## src/rtl/tri_raster_scan.sv

```systemverilog
`default_nettype none
// ============================================================================
// Module   : tri_raster_scan
// Brief    : Clipped bounding-box raster walker feeding a point-in-triangle
//            tester and streaming per-pixel verdicts under valid/ready.
// Revision : 1.0
// ============================================================================
module tri_raster_scan #(
   parameter int CW       = 11,
   parameter int XMAX     = 639,
   parameter int YMAX     = 479,
   parameter bit EMIT_ALL = 1'b0
) (
   input  logic                 clk,
   input  logic                 rst,
   input  logic                 start,
   input  logic signed [CW-1:0] v1x,
   input  logic signed [CW-1:0] v1y,
   input  logic signed [CW-1:0] v2x,
   input  logic signed [CW-1:0] v2y,
   input  logic signed [CW-1:0] v3x,
   input  logic signed [CW-1:0] v3y,
   output logic signed [CW-1:0] tp1x,
   output logic signed [CW-1:0] tp1y,
   output logic signed [CW-1:0] tp2x,
   output logic signed [CW-1:0] tp2y,
   output logic signed [CW-1:0] tp3x,
   output logic signed [CW-1:0] tp3y,
   output logic signed [CW-1:0] tptx,
   output logic signed [CW-1:0] tpty,
   output logic                 tst_req,
   input  logic                 tst_done,
   input  logic                 tst_in,
   output logic                 pix_valid,
   input  logic                 pix_ready,
   output logic signed [CW-1:0] pix_x,
   output logic signed [CW-1:0] pix_y,
   output logic                 pix_in,
   output logic                 busy,
   output logic                 done,
   output logic [19:0]          pix_cnt
);

   localparam logic signed [CW-1:0] c_zero = '0;
   localparam logic signed [CW-1:0] c_one  = CW'(1);
   localparam logic signed [CW-1:0] c_xmax = CW'(XMAX);
   localparam logic signed [CW-1:0] c_ymax = CW'(YMAX);

   typedef enum logic [2:0] {
      S_IDLE  = 3'd0,
      S_BBOX  = 3'd1,
      S_ISSUE = 3'd2,
      S_WAIT  = 3'd3,
      S_EMIT  = 3'd4,
      S_STEP  = 3'd5,
      S_FIN   = 3'd6
   } state_t;

   state_t r_state;
   state_t w_state_nxt;

   logic signed [CW-1:0] r_tp1x, r_tp1y, r_tp2x, r_tp2y, r_tp3x, r_tp3y;
   logic signed [CW-1:0] r_tptx, r_tpty;
   logic signed [CW-1:0] r_xmin, r_xmax, r_ymax;
   logic signed [CW-1:0] r_pix_x, r_pix_y;
   logic                 r_pix_in;
   logic                 r_busy;
   logic [19:0]          r_pix_cnt;

   logic signed [CW-1:0] w_xlo, w_xhi, w_ylo, w_yhi;
   logic signed [CW-1:0] w_xmin, w_xmax, w_ymin, w_ymax;
   logic                 w_empty;
   logic                 w_last;
   logic                 w_tst_req;
   logic                 w_pix_valid;
   logic                 w_done;

   function automatic logic signed [CW-1:0] min3(
      input logic signed [CW-1:0] a,
      input logic signed [CW-1:0] b,
      input logic signed [CW-1:0] c
   );
      logic signed [CW-1:0] m;
      m = (a < b) ? a : b;
      return (c < m) ? c : m;
   endfunction

   function automatic logic signed [CW-1:0] max3(
      input logic signed [CW-1:0] a,
      input logic signed [CW-1:0] b,
      input logic signed [CW-1:0] c
   );
      logic signed [CW-1:0] m;
      m = (a > b) ? a : b;
      return (c > m) ? c : m;
   endfunction

   // Box is derived from the latched vertices, so it is valid during BBOX.
   always_comb begin
      w_xlo   = min3(r_tp1x, r_tp2x, r_tp3x);
      w_xhi   = max3(r_tp1x, r_tp2x, r_tp3x);
      w_ylo   = min3(r_tp1y, r_tp2y, r_tp3y);
      w_yhi   = max3(r_tp1y, r_tp2y, r_tp3y);
      w_xmin  = (w_xlo < c_zero) ? c_zero : w_xlo;
      w_xmax  = (w_xhi > c_xmax) ? c_xmax : w_xhi;
      w_ymin  = (w_ylo < c_zero) ? c_zero : w_ylo;
      w_ymax  = (w_yhi > c_ymax) ? c_ymax : w_yhi;
      w_empty = (w_xmin > w_xmax) || (w_ymin > w_ymax);
   end

   assign w_last = (r_tptx == r_xmax) && (r_tpty == r_ymax);

   always_ff @(posedge clk or posedge rst) begin
      if (rst) begin
         r_state <= S_IDLE;
      end else begin
         r_state <= w_state_nxt;
      end
   end

   always_comb begin
      w_state_nxt = r_state;
      w_tst_req   = 1'b0;
      w_pix_valid = 1'b0;
      w_done      = 1'b0;
      unique case (r_state)
         S_IDLE: begin
            if (start) begin
               w_state_nxt = S_BBOX;
            end
         end
         S_BBOX: begin
            w_state_nxt = w_empty ? S_FIN : S_ISSUE;
         end
         S_ISSUE: begin
            w_tst_req   = 1'b1;
            w_state_nxt = S_WAIT;
         end
         S_WAIT: begin
            if (tst_done) begin
               w_state_nxt = (tst_in || EMIT_ALL) ? S_EMIT : S_STEP;
            end
         end
         S_EMIT: begin
            w_pix_valid = 1'b1;
            if (pix_ready) begin
               w_state_nxt = S_STEP;
            end
         end
         S_STEP: begin
            w_state_nxt = w_last ? S_FIN : S_ISSUE;
         end
         S_FIN: begin
            w_done      = 1'b1;
            w_state_nxt = S_IDLE;
         end
         default: begin
            w_state_nxt = S_IDLE;
         end
      endcase
   end

   always_ff @(posedge clk or posedge rst) begin
      if (rst) begin
         r_tp1x    <= '0;
         r_tp1y    <= '0;
         r_tp2x    <= '0;
         r_tp2y    <= '0;
         r_tp3x    <= '0;
         r_tp3y    <= '0;
         r_tptx    <= '0;
         r_tpty    <= '0;
         r_xmin    <= '0;
         r_xmax    <= '0;
         r_ymax    <= '0;
         r_pix_x   <= '0;
         r_pix_y   <= '0;
         r_pix_in  <= 1'b0;
         r_busy    <= 1'b0;
         r_pix_cnt <= '0;
      end else begin
         unique case (r_state)
            S_IDLE: begin
               if (start) begin
                  r_tp1x    <= v1x;
                  r_tp1y    <= v1y;
                  r_tp2x    <= v2x;
                  r_tp2y    <= v2y;
                  r_tp3x    <= v3x;
                  r_tp3y    <= v3y;
                  r_pix_cnt <= '0;
                  r_busy    <= 1'b1;
               end
            end
            S_BBOX: begin
               r_xmin <= w_xmin;
               r_xmax <= w_xmax;
               r_ymax <= w_ymax;
               if (!w_empty) begin
                  r_tptx <= w_xmin;
                  r_tpty <= w_ymin;
               end
            end
            S_WAIT: begin
               if (tst_done) begin
                  r_pix_x  <= r_tptx;
                  r_pix_y  <= r_tpty;
                  r_pix_in <= tst_in;
                  if (tst_in && (r_pix_cnt != '1)) begin
                     r_pix_cnt <= r_pix_cnt + 20'd1;
                  end
               end
            end
            S_STEP: begin
               if (r_tptx < r_xmax) begin
                  r_tptx <= r_tptx + c_one;
               end else begin
                  r_tptx <= r_xmin;
                  r_tpty <= r_tpty + c_one;
               end
            end
            S_FIN: begin
               r_busy <= 1'b0;
            end
            default: begin
            end
         endcase
      end
   end

   assign tp1x      = r_tp1x;
   assign tp1y      = r_tp1y;
   assign tp2x      = r_tp2x;
   assign tp2y      = r_tp2y;
   assign tp3x      = r_tp3x;
   assign tp3y      = r_tp3y;
   assign tptx      = r_tptx;
   assign tpty      = r_tpty;
   assign tst_req   = w_tst_req;
   assign pix_valid = w_pix_valid;
   assign pix_x     = r_pix_x;
   assign pix_y     = r_pix_y;
   assign pix_in    = r_pix_in;
   assign busy      = r_busy;
   assign done      = w_done;
   assign pix_cnt   = r_pix_cnt;

endmodule
`default_nettype wire

```

## config.mk

```make
export PLATFORM = sky130hd
export DESIGN_NAME = tri_raster_scan
export DESIGN_NICKNAME = d
export VERILOG_FILES = /design/src/rtl/tri_raster_scan.sv
export SDC_FILE = /design/constraint.sdc
export NUM_CORES = 1
export LEC_CHECK = 0
export BUFFER_PORTS_ARGS = -buffer_cell sky130_fd_sc_hd__buf_2
export CAP_MARGIN = 20
export CORE_ASPECT_RATIO = 1.4
export CORE_MARGIN = 5
export CORE_UTILIZATION = 57
export DETAILED_ROUTE_END_ITERATION = 16
export PLACE_DENSITY = 0.92
export SLEW_MARGIN = 10
export SYNTH_ARGS = -nofsm -noshare
export SYNTH_HDL_FRONTEND = slang
export SYNTH_SLANG_ARGS = --single-unit
```

## constraint.sdc

```tcl
create_clock -name clk -period 8.8 [get_ports clk]
set_input_delay 0 -clock clk [delete_from_list [all_inputs] [get_ports clk]]
set_output_delay 0 -clock clk [all_outputs]
set_load 0.02 [all_outputs]
```

== Yosys cells after proc, flatten, opt, wreduce, memory -nomap -nowiden ==
Index checks and enable logic that the tools add are counted.
Storage, ports and cells
  input bits: 72
  output and inout bits: 135
  bits in registers: 168
Cells by class
  muxes and demuxes: 34
  magnitude comparators: 15
  equality and inequality tests: 15
  $add $sub $neg: 3
  reduce and logical (&&, ||, !) cells: 14
Operators with widths (count)
  2-to-1 mux 11 bit: 16
  greater-than comparator 11 bit: 6
  2-to-1 mux 20 bit: 3
  < comparator 11 bit: 5
  one-hot mux 11 bit (2 select lines): 2
  one-hot mux 20 bit (2 select lines): 1
  adder 11 x 2 -> 11 bit, second input constant: 2
  equality test 11 bit: 2
  < comparator 11 x 1 -> 1 bit, second input constant: 2
  adder 20 x 1 -> 20 bit, second input constant: 1
  != test 20 bit, second input constant: 1
  one-hot mux 3 bit (6 select lines): 1
  2-to-1 mux 3 bit: 5
  != test 2 bit, second input constant: 6
  greater-than comparator 11 x 10 -> 1 bit, second input constant: 1
  greater-than comparator 11 bit, second input constant: 1
  equality test 3 bit, second input constant: 3
  AND reduction 2 bit: 4
  equality test 3 x 2 -> 1 bit, second input constant: 2
  AND reduction 3 bit: 2
  nonzero test 2 bit: 3
  2-to-1 mux 1 bit: 5
  AND reduction 4 bit: 1
  equality test 3 x 1 -> 1 bit, second input constant: 1
  other kinds (4): 5

== Depth between registers and ports, before layout ==
Gate-level depths: netlist (run 1).
  depth in word-level cells: 10
  gate-level depth with buffers: 32

== Worst setup path after synthesis (run 1) ==
OpenSTA, ideal clock, no wires.
  path type: reg2reg
  start: register r_tp2y[4] (netlist: tp2y[4])
  end: register r_tptx[4] (netlist: tptx[4])
  setup slack: 2.548 ns
  arrival: 6.128 ns
  clock period less this slack: 6.252 ns
  library setup time: 0.124 ns
  data required time: 8.676 ns
  cell stages (with the launch flop): 28
  cells stage by stage: dfrtp_1 -> inv_1 -> ha_1 -> a211o_1 -> o221ai_1 -> a31o_2 -> buf_2 -> mux2i_1 -> ha_1 -> a21oi_1 -> nand2_1 -> a221oi_1 -> a211o_1 -> buf_2 -> mux2_2 -> a21oi_1 -> nor2_1 -> ha_1 -> o21ai_0 -> a21oi_1 -> o21a_1 -> a2111oi_0 -> o31ai_1 -> a211oi_2 -> and3_4 -> buf_2 -> a22oi_1 -> o31a_1
On the way
  cells in the longest elaborated chain, start to end: 10
  elaborated cells between the ends (all ways): 16
RTL lines
  start: declaration: RTL line 62  | logic signed [CW-1:0] r_tp1x, r_tp1y, r_tp2x, r_tp2y, r_tp3x, r_tp3y;
  start signal: assignment: RTL line 188  | r_tp2y <= v2y;
  < comparator 11 bit / greater-than comparator 11 bit (equally long branches): RTL line 84, 94
  2-to-1 mux 11 bit, on equally long branches: RTL line 84, 94
  < comparator 11 bit / greater-than comparator 11 bit (equally long branches): RTL line 85, 95
  2-to-1 mux 11 bit, on equally long branches: RTL line 85, 95
  < comparator 11 x 1 -> 1 bit / greater-than comparator 11 x 10 -> 1 bit (equally long branches): RTL line 106, 107
  2-to-1 mux 11 bit, on equally long branches: RTL line 106, 107
  greater-than comparator 11 bit *: RTL line 108  | w_empty = (w_xmin > w_xmax) || (w_ymin > w_ymax);
  logical OR 1 bit *: RTL line 108
  != test 2 bit (no source line) *
  AND reduction 2 bit (no source line) *
  end signal: assignment: RTL line 200  | r_tptx <= w_xmin;
  end signal: assignment: RTL line 216  | r_tptx <= r_tptx + c_one;
  end signal: assignment: RTL line 218  | r_tptx <= r_xmin;
  end: declaration: RTL line 63  | logic signed [CW-1:0] r_tptx, r_tpty;
Every way passes the cells marked *; elsewhere a longest branch is shown, timed or not.
A chain may end at the register's enable or synchronous reset.

== Final worst setup path (run 1) ==
  start: register r_tp2y[10] (netlist: tp2y[10])
  end: register r_tpty[6] (netlist: tpty[6])
On the way
  cells in the longest elaborated chain, start to end: 10
  elaborated cells between the ends (all ways): 18
RTL lines
  < comparator 11 bit / greater-than comparator 11 bit (equally long branches): RTL line 84, 94
  2-to-1 mux 11 bit, on equally long branches: RTL line 84, 94
  < comparator 11 bit / greater-than comparator 11 bit (equally long branches): RTL line 85, 95
  2-to-1 mux 11 bit, on equally long branches: RTL line 85, 95
  < comparator 11 x 1 -> 1 bit / greater-than comparator 11 x 10 -> 1 bit (equally long branches): RTL line 106, 107
  2-to-1 mux 11 bit, on equally long branches: RTL line 106, 107
  greater-than comparator 11 bit: RTL line 108
  logical OR 1 bit: RTL line 108
  != test 2 bit (no source line)
  AND reduction 3 bit (no source line)
  end signal: assignment: RTL line 201  | r_tpty <= w_ymin;
  end signal: assignment: RTL line 219  | r_tpty <= r_tpty + c_one;
  end: declaration: RTL line 63
Parallel ways exist; a longest one is shown, timed or not. The select of a mux whose other input is x is not followed.

==> results of run 1 <==
## per-stage QoR
stage | utilization [%] | cells | worst slack [ns]
4_1_cts | 71.3 | 1686 | 1.71
6_report | 71.3 | 1686 | 1.46
2_1_floorplan | - | 1174 | 2.55
3_5_place_dp | 64.5 | 1583 | 1.79
3_3_place_gp | 64.5 | 1583 | 2.00
5_1_grt | 71.3 | 1686 | 0.941
## final timing paths
| path | start | to | slack [ns] | depth (start not counted) |
|---|---|---|---|---|
| max reg2reg | tp2y[10] | tpty[6] | 1.46 | 24 |
| max in group asynchronous | rst | r_xmax[3] | 7.11 | 4 |
| min | start | r_state[0] | 0.11 | 5 |
| min in group asynchronous | rst | pix_y[3] | 0.33 | 3 |
| max | tp2y[10] | tpty[6] | 1.46 | 24 |
| min reg2reg | r_xmin[8] | r_xmin[8] | 0.47 | 2 |
## metal layers
layer / track usage [%] / part of all wire [%] / vias to the layer above / routed length [um]
li1: - / - / 4704 / -
met1: 34.3 / 38 / 4888 / 12500
met2: 50.1 / 51 / 504 / 16500
met3: 5.62 / 6.6 / 139 / 2170
met4: 14.6 / 4.6 / 0 / 1490
met5: 0 / 0 / - / 0
## area by class of cell
type | instances | area [um2] | area share [%]
Multi-Input combinational cell | 882 | 6180 | 46.4
Clock buffer | 20 | 457 | 3.43
Sequential cell | 167 | 4180 | 31.4
Tap cell | 244 | 305 | 2.29
Clock inverter | 12 | 95.1 | 0.715
Inverter | 76 | 290 | 2.18
Timing Repair Buffer | 285 | 1800 | 13.5
## registers in the layout, summed over array words and instances (netlist names)
name / count
r_xmax: 11
tp2x: 11
pix_x: 11
pix_y: 11
pix_cnt: 20
busy: 1
r_xmin: 10
r_ymax: 11
tp2y: 11
tp1x: 11
tpty: 11
pix_in: 1
tp3y: 11
r_state: 3
tp3x: 11
tptx: 11
tp1y: 11
## critical path, delay by kind of cell, from the launching register on
kind	cells	cell delay [ns]
AOI/OAI and AO/OA	12	2.82
muxes	2	1.37
and+or+nand+nor	5	1.33
adders and majority gates	3	1.03
DFF	1	0.42
buffers and inverters	2	0.25
## cells by family (layout without fill, tap and decap cells)
group / after synthesis / after routing / share of synthesized area [%]
AND/OR/NAND/NOR: 377 / 377 / 16.5
AO/OA/AOI/OAI: 253 / 253 / 14.5
flip-flops: 167 / 167 / 38.6
buffers and inverters: 125 / 393 / 4.52
multiplexers: 120 / 120 / 11.8
adder cells (fa/ha/maj): 98 / 98 / 11.3
XOR/XNOR: 34 / 34 / 2.75
## cells in the final DEF (no fill, tap or decap), types with 11 or more instances in the layout
cell and count:
buf_2 206, dfrtp_1 167, nand2_1 124, o21ai_0 107
nor2_1 104, ha_1 98, inv_1 75, dlygate4sd3_1 71
mux2i_1 60, mux2_2 60, a21oi_1 45, nand4_1 28
nand3_1 26, nor3_1 22, nor2b_1 19, xnor2_1 19
clkbuf_16 17, xor2_1 15, a22oi_1 13, o211ai_1 11
## timing repair
| item | 4_1_cts | 5_1_grt |
|---|---|---|
| hold endpoints to repair | 173 | 0 |
| setup buffers | 0 | 0 |
| hold buffers | 71 | 0 |
==> metrics.cfg, run 1 <==
[status]
outcome=complete, no violations

[final_layout]
nNetsFinal=1599
areaGrowthSynthToFinish_pct=22.8
drive_above_1_share_pct=22.3
antennaDiodeCount=0
fillers=1306
fin_area_mm2=0.0133

[placed_design]
placement.io_buffers=206
place_congestion=0.955
dpl_cell_area_mm2=0.0120
dp_hpwl_um=22300

[critical_path]
required_ns=9.14
crit_fanout=22
worstSetupStartpointType=flip-flop
end_kind=flip-flop
cp_common_cell=ha_1
crit_chain=inv_1 -> ha_1 -> and3_1 -> and3_1 -> o221ai_1 -> o211ai_1 -> mux2i_1 -> inv_1 -> ha_1 -> nand4_1 -> nor3_1 -> o32a_1 -> a41o_1 -> mux2_2 -> ha_1 -> o21ai_0 -> a21oi_1 -> o21a_1 -> a2111oi_0 -> o31ai_1 -> a211oi_2 -> and3_4 -> o21ai_0 -> a221oi_1
cp_slowest_cell=mux2i_1
crit_arrival_ns=7.67
crit_type=flip-flop to flip-flop
cpPeakStageDelay_ns=0.94

[synth]
yosysMostFrequentCell=dfrtp_1
synth_cells=1174
synth_seq_area_share_pct=38.6
synthArstFlopShare_pct=100
post_synth_num_cell_types=63
synth.area.top_cells=dfrtp_1 39%, ha_1 11%, mux2_2 6.2%
avgSynthCellArea_um2=9.23
ys_seq_elements=167
synth_flop_cell=dfrtp_1
synth-edff-count=0
yosys.area.top_type=dfrtp_1
synthTopCellsByCount=167 x dfrtp_1, 124 x nand2_1, 108 x o21ai_0
syn-num-nets=1344
syn-cell-area_mm2=0.0108
synth_top_cell_area_share_pct=38.6
ys_warn_count=0

[die]
die_x_um=127
die-area_mm2=0.0219
start_util_pct=58.0
ioPinCount=207
row_count=59
die_y_um=173
core-area_mm2=0.0187

[clocking]
htreeDepth=4
clkLatencyLatePin_ns=0.44
cts-resized-gates=0
root_buffer=clkbuf_16
cts_buffers=17
clockBufferDepth=2
tritoncts=done
clk_pin_slew_ns=0.07
clkSinkCount=167

[sta]
hold_viol=0
max_freq_ghz=0.136
fin_setup_tns_ns=0
min_period_over_period_pct=83.4
clock_skew_ns=0.00987
drv_slew=0
worst_pin_slew_ns=1.16
setup_viol_count_final=0
hold_slack_ns=0.113
rsz0062_at_grt=no
maxSlewHeadroom_pct=21.8
min_period_ns=7.34

[drt]
drt-initial-drc-count=813
drtPass1Iterations=6
routedWlPerCell_um=19.4
vias=10200
vias_per_cell=6.07
ant_nets=0
drc=0
wirelength_um=32600

[global_route]
grt_usage_pct=29.1
grt_pass1_vias=10300
grt_antenna_before_repair=0
grt_overflow=0
grt_start_max_net_pins=105
grt_pass1_wl_um=52300

[min_path]
min_path_type=primary input to flip-flop

[flow_run]
maxCapViolCount=0

Power of run 1 is left out: the tool's default activity adds up to more than one toggle a clock period on the data nets, which glitch-free logic cannot reach.
==> run 2: changes to the inputs <==
CORE_UTILIZATION = 51   (was 57)
PLACE_DENSITY = 0.87   (was 0.92)
clock period = 6.2 ns   (was 8.8 ns; I/O delays follow)
==> metrics.cfg, run 2 (synthesis results as in run 1) <==
[status]
outcome=complete, no violations

[drt]
vias_per_cell=6.01  ; -1.0%
routedWlPerCell_um=19.1  ; -1.5%
drc=0  ; unchanged
drt-initial-drc-count=753  ; -7.4%
drtPass1Iterations=5  ; -1
vias=10700  ; +4.1%
wirelength_um=33800  ; +3.6%
ant_nets=0  ; unchanged

[sta]
fin_ws_ns=0.0917  ; -1.37 ns
worst_pin_slew_ns=0.972  ; -0.192 ns
clock_skew_ns=0.0113  ; +0.00139 ns
hold_viol=0  ; unchanged
min_period_over_period_pct=98.5  ; +15 points
min_period_ns=6.11  ; -1.23 ns
drv_slew=0  ; unchanged
max_freq_ghz=0.164  ; +20%
maxSlewHeadroom_pct=35.2  ; +13 points
setup_viol_count_final=0  ; unchanged

[die]
die_y_um=182  ; +5.4%
ioPinCount=207  ; unchanged
row_count=63  ; +6.8%
start_util_pct=51.5  ; -6.5 points
die-area_mm2=0.0243  ; +11%
core-area_mm2=0.0210  ; +13%
die_x_um=133  ; +5.3%

[placed_design]
placement.io_buffers=206  ; unchanged
post-place-cells=1645  ; +3.9%
dp_hpwl_um=22700  ; +1.9%
place_congestion=0.908  ; -5.0%
pre_cts_slack_ns=-0.191  ; -1.98 ns

[global_route]
grt_pass1_vias=10600  ; +2.8%
grt_overflow=0  ; unchanged
grt_pass1_wl_um=52800  ; +1.1%
grt_antenna_before_repair=0  ; unchanged
grt_usage_pct=26.5  ; -2.6 points
grt_start_max_net_pins=102  ; -2.9%

[critical_path]
end_kind=flip-flop
crit_arrival_ns=6.45  ; -1.22 ns
required_ns=6.55  ; -2.59 ns
path_delay_family=compound AO/OA/AOI/OAI gates
worst-path-buf-inv=2  ; unchanged
worstSetupStartpointType=flip-flop
crit_chain=ha_1 -> a21oi_1 -> a21oi_1 -> or4_4 -> nand2_4 -> mux2i_2 -> ha_1 -> a21o_1 -> a211oi_1 -> o21ai_1 -> a21oi_2 -> a221oi_4 -> buf_12 -> mux2i_1 -> inv_1 -> ha_1 -> a211o_1 -> o21ai_0 -> a21oi_1 -> a211oi_2 -> and3_4 -> o21ai_0 -> a221oi_1
crit_fanout=8  ; -64%
cpPeakStageDelay_ns=0.59  ; -0.35 ns
cp_slowest_cell=or4_4
crit_type=flip-flop to flip-flop

[clocking]
clockBufferDepth=2  ; unchanged
clkSinkCount=167  ; unchanged
clk_pin_slew_ns=0.07  ; about the same
cts_buffers=17  ; unchanged
htreeDepth=4  ; unchanged
clkLatencyLatePin_ns=0.45  ; about the same
root_buffer=clkbuf_16
tritoncts=done

[final_layout]
layout_common_cells=206 x buf_2, 167 x dfrtp_1, 123 x nand2_1
drive_above_1_share_pct=28.4  ; +6.1 points
mostFrequentLayoutCell=buf_2
fillers=1521  ; +16%
antennaDiodeCount=0  ; unchanged
finish.utilization_pct=67.7  ; -3.6 points
areaGrowthSynthToFinish_pct=31.5
largest_register_ffs=20  ; unchanged
fin_cells=1773  ; +5.2%
nNetsFinal=1670  ; +4.4%

[flow_run]
maxCapViolCount=0  ; unchanged

[min_path]
min_path_type=primary input to flip-flop

-- run 2: changes by cell type in the layout (fill, tap and decap cells not counted), moves of 3 or more --
cell,delta
buf_4,+64
mux2i_1,-15
mux2i_2,+10
o21ai_0,-7
mux2i_4,+5
o21ai_1,+5
a21oi_1,-4
a21oi_2,+4
buf_12,+3
clkinvlp_4,-3
-- run 2: final cells by class --
class / count / area, um2 / share of cell area [%]
inverters: 76 / 290 / 2.04
multi-input cells: 883 / 6490 / 45.5
clock inverters: 14 / 136 / 0.957
clock buffers: 18 / 439 / 3.08
repair buffers: 355 / 2390 / 16.8
well taps: 260 / 325 / 2.28
flip-flops and latches: 167 / 4180 / 29.3
-- run 2: worst register-to-register path, delay by kind of cell (launching register included) --
kind	cells	cell delay, ns
compound gates	13	2.69
fa+ha+maj	3	1.01
buf+inv	2	0.25
flops	1	0.45
mux	2	0.56
simple gates	3	1.04
-- run 2: stage by stage --
| stage | cell area [um2] | TNS, ns | hold WS [ns] |
|---|---|---|---|
| 2_1_floorplan | 10800 | 0 | 0.117 |
| 3_3_place_gp | 12400 | 0 | 0.202 |
| 3_5_place_dp | 12400 | -2.61 | 0.210 |
| 4_1_cts | 13800 | 0 | 0.0876 |
| 5_1_grt | 14200 | -2.09 | 0.0979 |
| 6_report | 14200 | 0 | 0.0882 |
-- run 2: routing by layer --
layer / global-route usage (%) / wire, um / share of wire [%]
met3: 5.43 / 2250 / 6.7
met4: 11.3 / 1520 / 4.5
met1: 31.0 / 12700 / 38
met2: 47.1 / 17300 / 51
met5: 0 / 0 / 0
-- run 2: path summary, 6_finish.rpt --
| kind | from | end | slack (ns) | cells after the start |
|---|---|---|---|---|
| min in group asynchronous | rst | pix_y[4] | 0.25 | 3 |
| hold / removal | start | r_state[0] | 0.09 | 5 |
| max in group asynchronous | rst | tp1x[6] | 4.79 | 5 |
| setup / recovery | tp1x[2] | tpty[6] | 0.09 | 23 |
| setup reg to reg | tp1x[2] | tpty[6] | 0.09 | 23 |
| hold reg to reg | pix_y[2] | pix_y[2] | 0.48 | 2 |
-- run 2: what timing repair did --
action,in CTS,in global routing
gates cloned,0,1
setup buffers,2,21
pin swaps,2,16
hold buffers,71,0
endpoints found under the setup margin,22,23
endpoints found under the hold margin,160,0
gates resized for setup,8,55
Power of run 2 is left out for the same reason.
==> run 3: changes to the inputs <==
RECOVER_POWER = 100   (was not set)
==> metrics.cfg, run 3 (synthesis results as in run 1) <==
[placed_design]
place_congestion=0.908  ; unchanged
dp_hpwl_um=22700  ; unchanged
placement.io_buffers=206  ; unchanged
dpl_cell_area_mm2=0.0124  ; unchanged

[drt]
drt-initial-drc-count=754  ; +0.13%
ant_nets=0  ; unchanged
vias_per_cell=6.02  ; +0.18%
drc=0  ; unchanged
drtPass1Iterations=5  ; unchanged
dr_wl_met3_um=2290  ; +1.9%
top_layer=met4
routedWlPerCell_um=19.1  ; +0.36%
wl_met2_um=17300  ; +0.23%
wirelength_um=33900  ; +0.36%
wl_met1_um=12700  ; about the same
vias=10700  ; +0.18%

[critical_path]
rr_worst_depth=23  ; unchanged
r2r_setup_slack_ns=0.09  ; about the same
required_ns=6.54  ; about the same
crit_arrival_ns=6.45  ; about the same
worstSetupStartpointType=flip-flop
end_kind=flip-flop
r2r-start=tp1x[2]
crit_type=flip-flop to flip-flop
crit_fanout=8  ; unchanged
r2r-end=tpty[6]

[die]
ioPinCount=207  ; unchanged
die-area_mm2=0.0243  ; unchanged
die_y_um=182  ; unchanged
core-area_mm2=0.0210  ; unchanged
die_x_um=133  ; unchanged
row_count=63  ; unchanged
start_util_pct=51.5  ; unchanged

[sta]
min_period_over_period_pct=98.5  ; about the same
max_freq_ghz=0.164  ; about the same
hold_slack_ns=0.0945  ; +0.00634 ns
drv_slew=92  ; +92
setup_viol_count_final=0  ; unchanged
fin_setup_tns_ns=0  ; unchanged
clock_skew_ns=0.0116  ; +0.000330 ns
hold_viol=0  ; unchanged
worst_pin_slew_ns=4.03  ; +3.05 ns
min_period_ns=6.11  ; -0.00130 ns
maxSlewHeadroom_pct=-170  ; -210 points

[min_path]
worstHoldStart=start
hold_depth=5  ; unchanged
min_path_type=primary input to flip-flop
holdPathEnd=r_state[0]

[final_layout]
regArea_mm2=0.00418  ; unchanged
largest_register_ffs=20  ; unchanged
nNetsFinal=1670  ; unchanged
multi_input_area_mm2=0.00649  ; unchanged
layout_common_cells=183 x buf_2, 167 x dfrtp_1, 123 x nand2_1
finish.utilization_pct=67.5  ; -0.15 points
drive_above_1_share_pct=26.9  ; -1.5 points
fillers=1527  ; +0.39%
areaGrowthSynthToFinish_pct=31.2
antennaDiodeCount=0  ; unchanged
fin_area_mm2=0.0142  ; -0.23%
mostFrequentLayoutCell=buf_2

[clocking]
clkLatencyLatePin_ns=0.45  ; about the same
clkSinkCount=167  ; unchanged
htreeDepth=4  ; unchanged
tritoncts=done
clk_pin_slew_ns=0.07  ; about the same
root_buffer=clkbuf_16
cts_buffers=17  ; unchanged
clockBufferDepth=2  ; unchanged

[global_route]
grt_pass1_wl_um=52800  ; unchanged
grt_antenna_before_repair=0  ; unchanged
grt_usage_pct=26.5  ; unchanged
grt_pass1_vias=10600  ; unchanged
grt_start_max_net_pins=102  ; unchanged
grt_overflow=0  ; unchanged

[status]
failed_checks=capacitance limit, slew limit
outcome=complete, but fails checks

[flow_run]
maxCapViolCount=1  ; +1

run 3: layer usage:
metal	track usage [%]	up-vias
li1	-	4847
met1	31.0	5164
met2	47.1	520
met3	5.43	139
met4	11.3	0
met5	0	-
run 3: worst max path at each step:
stage / start / end / cells after the start / slack [ns]
after CTS: tp2x[4] / tptx[2] / 27 / 0.05
final: tp1x[2] / tpty[6] / 23 / 0.09
after detailed placement: tp1y[4] / tpty[6] / 24 / -0.19
after floorplan: tp2y[10] / tptx[4] / 27 / 0.02
after global placement: tp1y[4] / tptx[4] / 25 / 0.10
after global routing: tp2y[1] / tpty[6] / 25 / -0.17
run 3: area by class of cell:
cell class	instances	share of cell area (%)
clock buffers	18	3.09
flip-flops and latches	167	29.4
well taps	260	2.29
inverters	76	2.02
clock inverters	14	0.959
multi-input cells	883	45.6
repair buffers	355	16.6
run 3: repair_timing:
item,CTS,global route
endpoints found under the setup margin,22,23
resized for setup,8,55
hold buffers,71,0
pin swaps,2,16
cloned,0,1
endpoints found under the hold margin,160,0
setup buffers,2,21
run 3: critical path, cell delays in order (launching register included):
cell	delay [ns]
dfrtp_1	0.45
ha_1	0.37
a21oi_1	0.21
a21oi_1	0.12
or4_4	0.59
nand2_4	0.15
mux2i_2	0.31
ha_1	0.32
a21o_1	0.20
a211oi_1	0.36
o21ai_1	0.20
a21oi_2	0.25
a221oi_4	0.10
buf_12	0.17
mux2i_1	0.25
inv_1	0.08
ha_1	0.32
a211o_1	0.29
o21ai_0	0.19
a21oi_1	0.13
a211oi_2	0.25
and3_4	0.30
o21ai_0	0.11
a221oi_1	0.27
run 3: through the flow:
| step | instances | setup slack [ns] |
|---|---|---|
| final | 1773 | 0.0930 |
| after global routing | 1773 | -0.171 |
| after CTS | 1750 | 0.0497 |
| after detailed placement | 1645 | -0.191 |
| after global placement | 1645 | 0.101 |
| after floorplan | 1174 | 0.0247 |
Power of run 3 is left out for the same reason.
